==> src/rtl/inst_encoder.sv <==
// inst_encoder: packs RISC-V opcode/register/funct/immediate fields into a 32-bit word.
// Latency: word accepted at edge k is presented on out_* after edge k+1 (two elastic stages).
// Backpressure: in_ready = !s1_valid || !out_valid || out_ready; no input is ever dropped.
// Optional feature: define INST_ENC_RANGE_CHECK_EN to drive out_err from the immediate range checks.
module inst_encoder #(
  parameter int CNT_WIDTH = 16
) (
  input  logic                 clk,
  input  logic                 rst_n,
  input  logic                 in_valid,
  output logic                 in_ready,
  input  logic [2:0]           in_fmt,
  input  logic [6:0]           in_opcode,
  input  logic [4:0]           in_rd,
  input  logic [4:0]           in_rs1,
  input  logic [4:0]           in_rs2,
  input  logic [2:0]           in_funct3,
  input  logic [6:0]           in_funct7,
  input  logic [31:0]          in_imm,
  output logic                 out_valid,
  input  logic                 out_ready,
  output logic [31:0]          out_inst,
  output logic                 out_err,
  output logic [CNT_WIDTH-1:0] enc_count
);

  typedef enum logic [2:0] {
    FMT_R   = 3'd0,
    FMT_I   = 3'd1,
    FMT_ISH = 3'd2,
    FMT_S   = 3'd3,
    FMT_B   = 3'd4,
    FMT_U   = 3'd5,
    FMT_J   = 3'd6,
    FMT_CSR = 3'd7
  } fmt_e;

  logic        s1_valid;
  logic [31:0] s1_inst;
  logic        s1_err;
  logic        s1_ready;
  logic        s2_ready;
  logic [31:0] enc_inst;
  logic        enc_err;
  logic [4:0]  csr_src;

  // Each stage may load when it is empty or its occupant is leaving this cycle.
  assign s2_ready = !out_valid || out_ready;
  assign s1_ready = !s1_valid || s2_ready;
  assign in_ready = s1_ready;

  // CSR immediate forms (funct3[2]=1) carry a 5-bit zimm in the rs1 slot.
  assign csr_src = in_funct3[2] ? in_imm[4:0] : in_rs1;

  // Scatter fields into the format-specific bit positions.
  always_comb begin
    enc_inst = {25'd0, in_opcode};
    case (fmt_e'(in_fmt))
      FMT_R:   enc_inst = {in_funct7, in_rs2, in_rs1, in_funct3, in_rd, in_opcode};
      FMT_I:   enc_inst = {in_imm[11:0], in_rs1, in_funct3, in_rd, in_opcode};
      FMT_ISH: enc_inst = {in_funct7, in_imm[4:0], in_rs1, in_funct3, in_rd, in_opcode};
      FMT_S:   enc_inst = {in_imm[11:5], in_rs2, in_rs1, in_funct3, in_imm[4:0], in_opcode};
      FMT_B:   enc_inst = {in_imm[12], in_imm[10:5], in_rs2, in_rs1, in_funct3,
                           in_imm[4:1], in_imm[11], in_opcode};
      FMT_U:   enc_inst = {in_imm[31:12], in_rd, in_opcode};
      FMT_J:   enc_inst = {in_imm[20], in_imm[10:1], in_imm[11], in_imm[19:12], in_rd, in_opcode};
      FMT_CSR: enc_inst = {in_funct7, in_rs2, csr_src, in_funct3, in_rd, in_opcode};
      default: enc_inst = {25'd0, in_opcode};
    endcase
  end

`ifdef INST_ENC_RANGE_CHECK_EN
  // Flag immediates whose significant bits do not fit the format's field.
  always_comb begin
    enc_err = 1'b0;
    case (fmt_e'(in_fmt))
      FMT_I,
      FMT_S:   enc_err = !((&in_imm[31:11]) || !(|in_imm[31:11]));
      FMT_ISH: enc_err = |in_imm[31:5];
      FMT_B:   enc_err = in_imm[0] || !((&in_imm[31:12]) || !(|in_imm[31:12]));
      FMT_U:   enc_err = |in_imm[11:0];
      FMT_J:   enc_err = in_imm[0] || !((&in_imm[31:20]) || !(|in_imm[31:20]));
      FMT_CSR: enc_err = in_funct3[2] && (|in_imm[31:5]);
      default: enc_err = 1'b0;
    endcase
  end
`else
  assign enc_err = 1'b0;
`endif

  // Stage 1: capture the encoded word and its error flag.
  always_ff @(posedge clk or negedge rst_n) begin
    if (!rst_n) begin
      s1_valid <= 1'b0;
      s1_inst  <= 32'd0;
      s1_err   <= 1'b0;
    end else if (s1_ready) begin
      s1_valid <= in_valid;
      if (in_valid) begin
        s1_inst <= enc_inst;
        s1_err  <= enc_err;
      end
    end
  end

  // Stage 2: output register, held stable while the consumer stalls.
  always_ff @(posedge clk or negedge rst_n) begin
    if (!rst_n) begin
      out_valid <= 1'b0;
      out_inst  <= 32'd0;
      out_err   <= 1'b0;
    end else if (s2_ready) begin
      out_valid <= s1_valid;
      if (s1_valid) begin
        out_inst <= s1_inst;
        out_err  <= s1_err;
      end else begin
        out_err  <= 1'b0;
      end
    end
  end

  // Count delivered words, sticking at the all-ones value.
  always_ff @(posedge clk or negedge rst_n) begin
    if (!rst_n) begin
      enc_count <= '0;
    end else if (out_valid && out_ready && (enc_count != {CNT_WIDTH{1'b1}})) begin
      enc_count <= enc_count + 1'b1;
    end
  end

endmodule

==> config.mk <==
export PLATFORM = sky130hd
export DESIGN_NAME = inst_encoder
export DESIGN_NICKNAME = d
export VERILOG_FILES = /design/src/rtl/inst_encoder.sv
export SDC_FILE = /design/constraint.sdc
export NUM_CORES = 1
export LEC_CHECK = 0
export BUFFER_PORTS_ARGS = -buffer_cell sky130_fd_sc_hd__buf_2
export CAP_MARGIN = 10
export CORE_MARGIN = 10
export CORE_UTILIZATION = 56
export CTS_CLUSTER_SIZE = 10
export DETAILED_ROUTE_END_ITERATION = 7
export MAX_ROUTING_LAYER = met4
export PLACE_DENSITY = 0.82
export SYNTH_ARGS = -nofsm -noshare
export SYNTH_HDL_FRONTEND = slang
export SYNTH_SLANG_ARGS = --single-unit
==> constraint.sdc <==
create_clock -name clk -period 5.65 [get_ports clk]
set_clock_uncertainty 0.15 [all_clocks]
set_input_delay 0.8475 -clock clk [delete_from_list [all_inputs] [get_ports clk]]
set_output_delay 0.8475 -clock clk [all_outputs]
set_load 0.01 [all_outputs]
==> impl_metrics.toml <==
[run_status]
status = "complete, no violations"

[floorplanning]
rows = 30
ios = 122
core_area_um2 = 6910
die_h_um = 105
initial_core_util = 0.587
die_area_um2 = 11000
die_w_um = 105

[yosys]
muxShareOfSynthArea = 0.179
synth_edf_count = 0
mappedNetlistArea_um2 = 4050
yosys.area_share.simple = 0.137
ys_ff_latch = 82
yosys.area_share.adder = 0.00309
ys_types = 39
synth_top_family_by_area = "multiplexers"
avgSynthCellArea_um2 = 10.7
synth_flop_cell = "dfrtp_1"
syn_nets = 452
synth-compound-area-share = 0.108
yosys_warnings = 0
synth-seq-area-share = 0.506
async_flop_share = 1.00
synth_xor_area_frac = 0.0302
syn_inst = 380

[setup_path]
crit_arrival_ns = 2.49
path_buf_inv = 1
cp_cell_sequence = "buf_2 > nand2_1 > o21ai_0 > a32oi_1 > a21oi_1"
critPathSlowestCell = "buf_2"
end_kind = "flop"
criticalPathCategory = "input port to flop"
critPathTopFamily = "compound AO/OA/AOI/OAI gates"
slowest_delay_ns = 0.56
cp.required_ns = 5.77
start_kind = "input port"
cp_max_fo = 42

[detailed_routing]
postRouteAntennaNets = 0
wl_per_cell_um = 16.8
vias = 3256
first_iter_violations = 177
drtPass1Iterations = 4
routed_wl_um = 9910
vias_per_cell = 5.53
drc_errors = 0

[sta]
finalWorstSetupSlack_ns = 3.28
rsz0062_at_grt = "no"
clock.fmax_mhz = 423
finalSetupTns_ns = 0
period_share = 0.419
period_needed_ns = 2.37
whs_ns = 0.329
hold_viol_final = 0
drv_slew = 0
worst_pin_slew_ns = 1.10
setup_violations = 0
slew_headroom = 0.266

[global_route]
track_usage = 0.183
grt_pass1_vias = 3333
grt_max_degree = 83
grt_overflow = 0
antenna_found_initial = 0
grt_pass1_wl_um = 16300

[pwr]
pwr-share-comb = 0.243
ir_worst_vdd_mv = 0.132
power.leakage_nw = 2.39
cellPowerDensity_nw_per_um2 = 341
power_w = 0.00166
p_sw_frac = 0.309
p_sw_w = 0.000514
p_int_w = 0.00115
power_frac_clock = 0.285
power_frac_seq = 0.472

[min_path]
holdCritPathClass = "flop to flop"

[cells_and_area]
area_delta_synth_final_pct = 20.5
nets = 560
layout_commonest_cell = "buf_2"
layout-drive-gt1-share = 0.365
fin_area_um2 = 4880
layout_common_cells = "buf_2, dfrtp_1, nand2_1"
n_antenna_cell = 0
nFillCells = 593

[flow_run]
max-cap-violations = 0

[cts]
cts_root_buffer = "clkbuf_8"
worstSkewPairLatency_ns = 0.34
htreeDepth = 3
cts-resized-gates = 0
cts-buffers-inserted = 9
cts_tree = "yes"
clk_pin_slew_ns = 0.09
cts_setup_buffers = 0
cts_max_path_buffers = 2
cts.sinks = 82
ctsHoldBuffers = 0

[place]
post-dp-hpwl_um = 7220
portBuffers = 120
pre_cts_slack_ns = 2.96
placed_area_um2 = 4660
routabilityCongestion = 0.925
[cells by family (layout without fill, tap and decap cells)]
logic type / count (synthesis) / after routing
AND/OR/NAND/NOR: 117 / 117
AO/OA/AOI/OAI: 68 / 68
buffers and inverters: 30 / 143
multiplexers: 67 / 67
adder cells (fa/ha/maj): 1 / 1
flip-flops: 82 / 82
other: 1 / 1
XOR/XNOR: 14 / 14
[layer usage]
metal | track usage | up-vias | routed length (um)
li1 | - | 1565 | -
met1 | 0.236 | 1559 | 4650
met2 | 0.275 | 122 | 4500
met3 | 0.0498 | 10 | 614
met4 | 0.0559 | 0 | 140
met5 | - | - | 0
[layout make-up]
class	count	area [um^2]	area share
flip-flops and latches	82	2050	0.420
multi-input cells	268	1850	0.380
repair buffers	121	611	0.125
clock buffers	9	124	0.0254
well taps	96	120	0.0246
clock inverters	7	100	0.0205
inverters	6	22.5	0.00461
[worst register-to-register path, stage by stage (launching register included)]
cell and delay, ns:
dfrtp_1 0.46, nand3b_1 0.16, nand2_1 0.83, o21ai_0 0.25
[power by group through the flow]
stage / clock network, W / logic, W / registers [W]
final: 0.000474 / 0.000404 / 0.000786
after global routing: 0.000513 / 0.000447 / 0.000806
after CTS: 0.000482 / 0.000413 / 0.000787
after detailed placement: 0 / 0.000411 / 0.000798
after global placement: 0 / 0.000397 / 0.000793
after floorplan: 0 / 0.000196 / 0.000827
[path summary, 6_finish.rpt]
kind | startpoint | end | slack, ns | depth (start not counted)
min in group asynchronous | rst_n | enc_count[7] | 0.52 | 1
hold reg to reg | s1_inst[3] | s1_inst[3] | 0.33 | 2
max in group asynchronous | rst_n | s1_inst[15] | 4.21 | 1
setup reg to reg | out_valid | s1_inst[10] | 3.63 | 3
setup / recovery | in_fmt[0] | s1_inst[18] | 3.28 | 5
hold / removal | s1_inst[3] | s1_inst[3] | 0.33 | 2
[state kept, by name, indices dropped and copies added, names as in the netlist]
name	flops
s1_inst	32
enc_count	16
s1_valid	1
out_valid	1
out_inst	32
[synth_stat cells, types with 2 or more instances]
master    number  area (um^2)
a31oi_1        3         18.8
nor2b_1        3         18.8
nor2_1        23         86.3
a22o_1         2         17.5
clkbuf_1       5         18.8
mux2i_1       24          240
buf_4          2         15.0
a21oi_1       22          110
and3_1         3         18.8
dfrtp_1       82         2050
a211oi_1       4         30.0
nand3_1       19         95.1
nand4_1        7         43.8
xnor2_1       10         87.6
o21ai_0       19         95.1
o211ai_1       2         15.0
xor2_1         4         35.0
and4_1         4         35.0
a32oi_1        5         43.8
nand2b_1      10         62.6
mux2_2        42          473
buf_2         16         80.1
inv_1          6         22.5
a21o_1         5         37.5
nand2_1       44          165
[per-stage QoR]
| stage | util | std cells |
|---|---|---|
| 4_1_cts | 0.707 | 589 |
| 5_1_grt | 0.707 | 589 |
| 3_3_place_gp | 0.675 | 573 |
| 2_1_floorplan | - | 380 |
| 3_5_place_dp | 0.675 | 573 |
| 6_report | 0.707 | 589 |
Power figures use the tool's default switching activity.
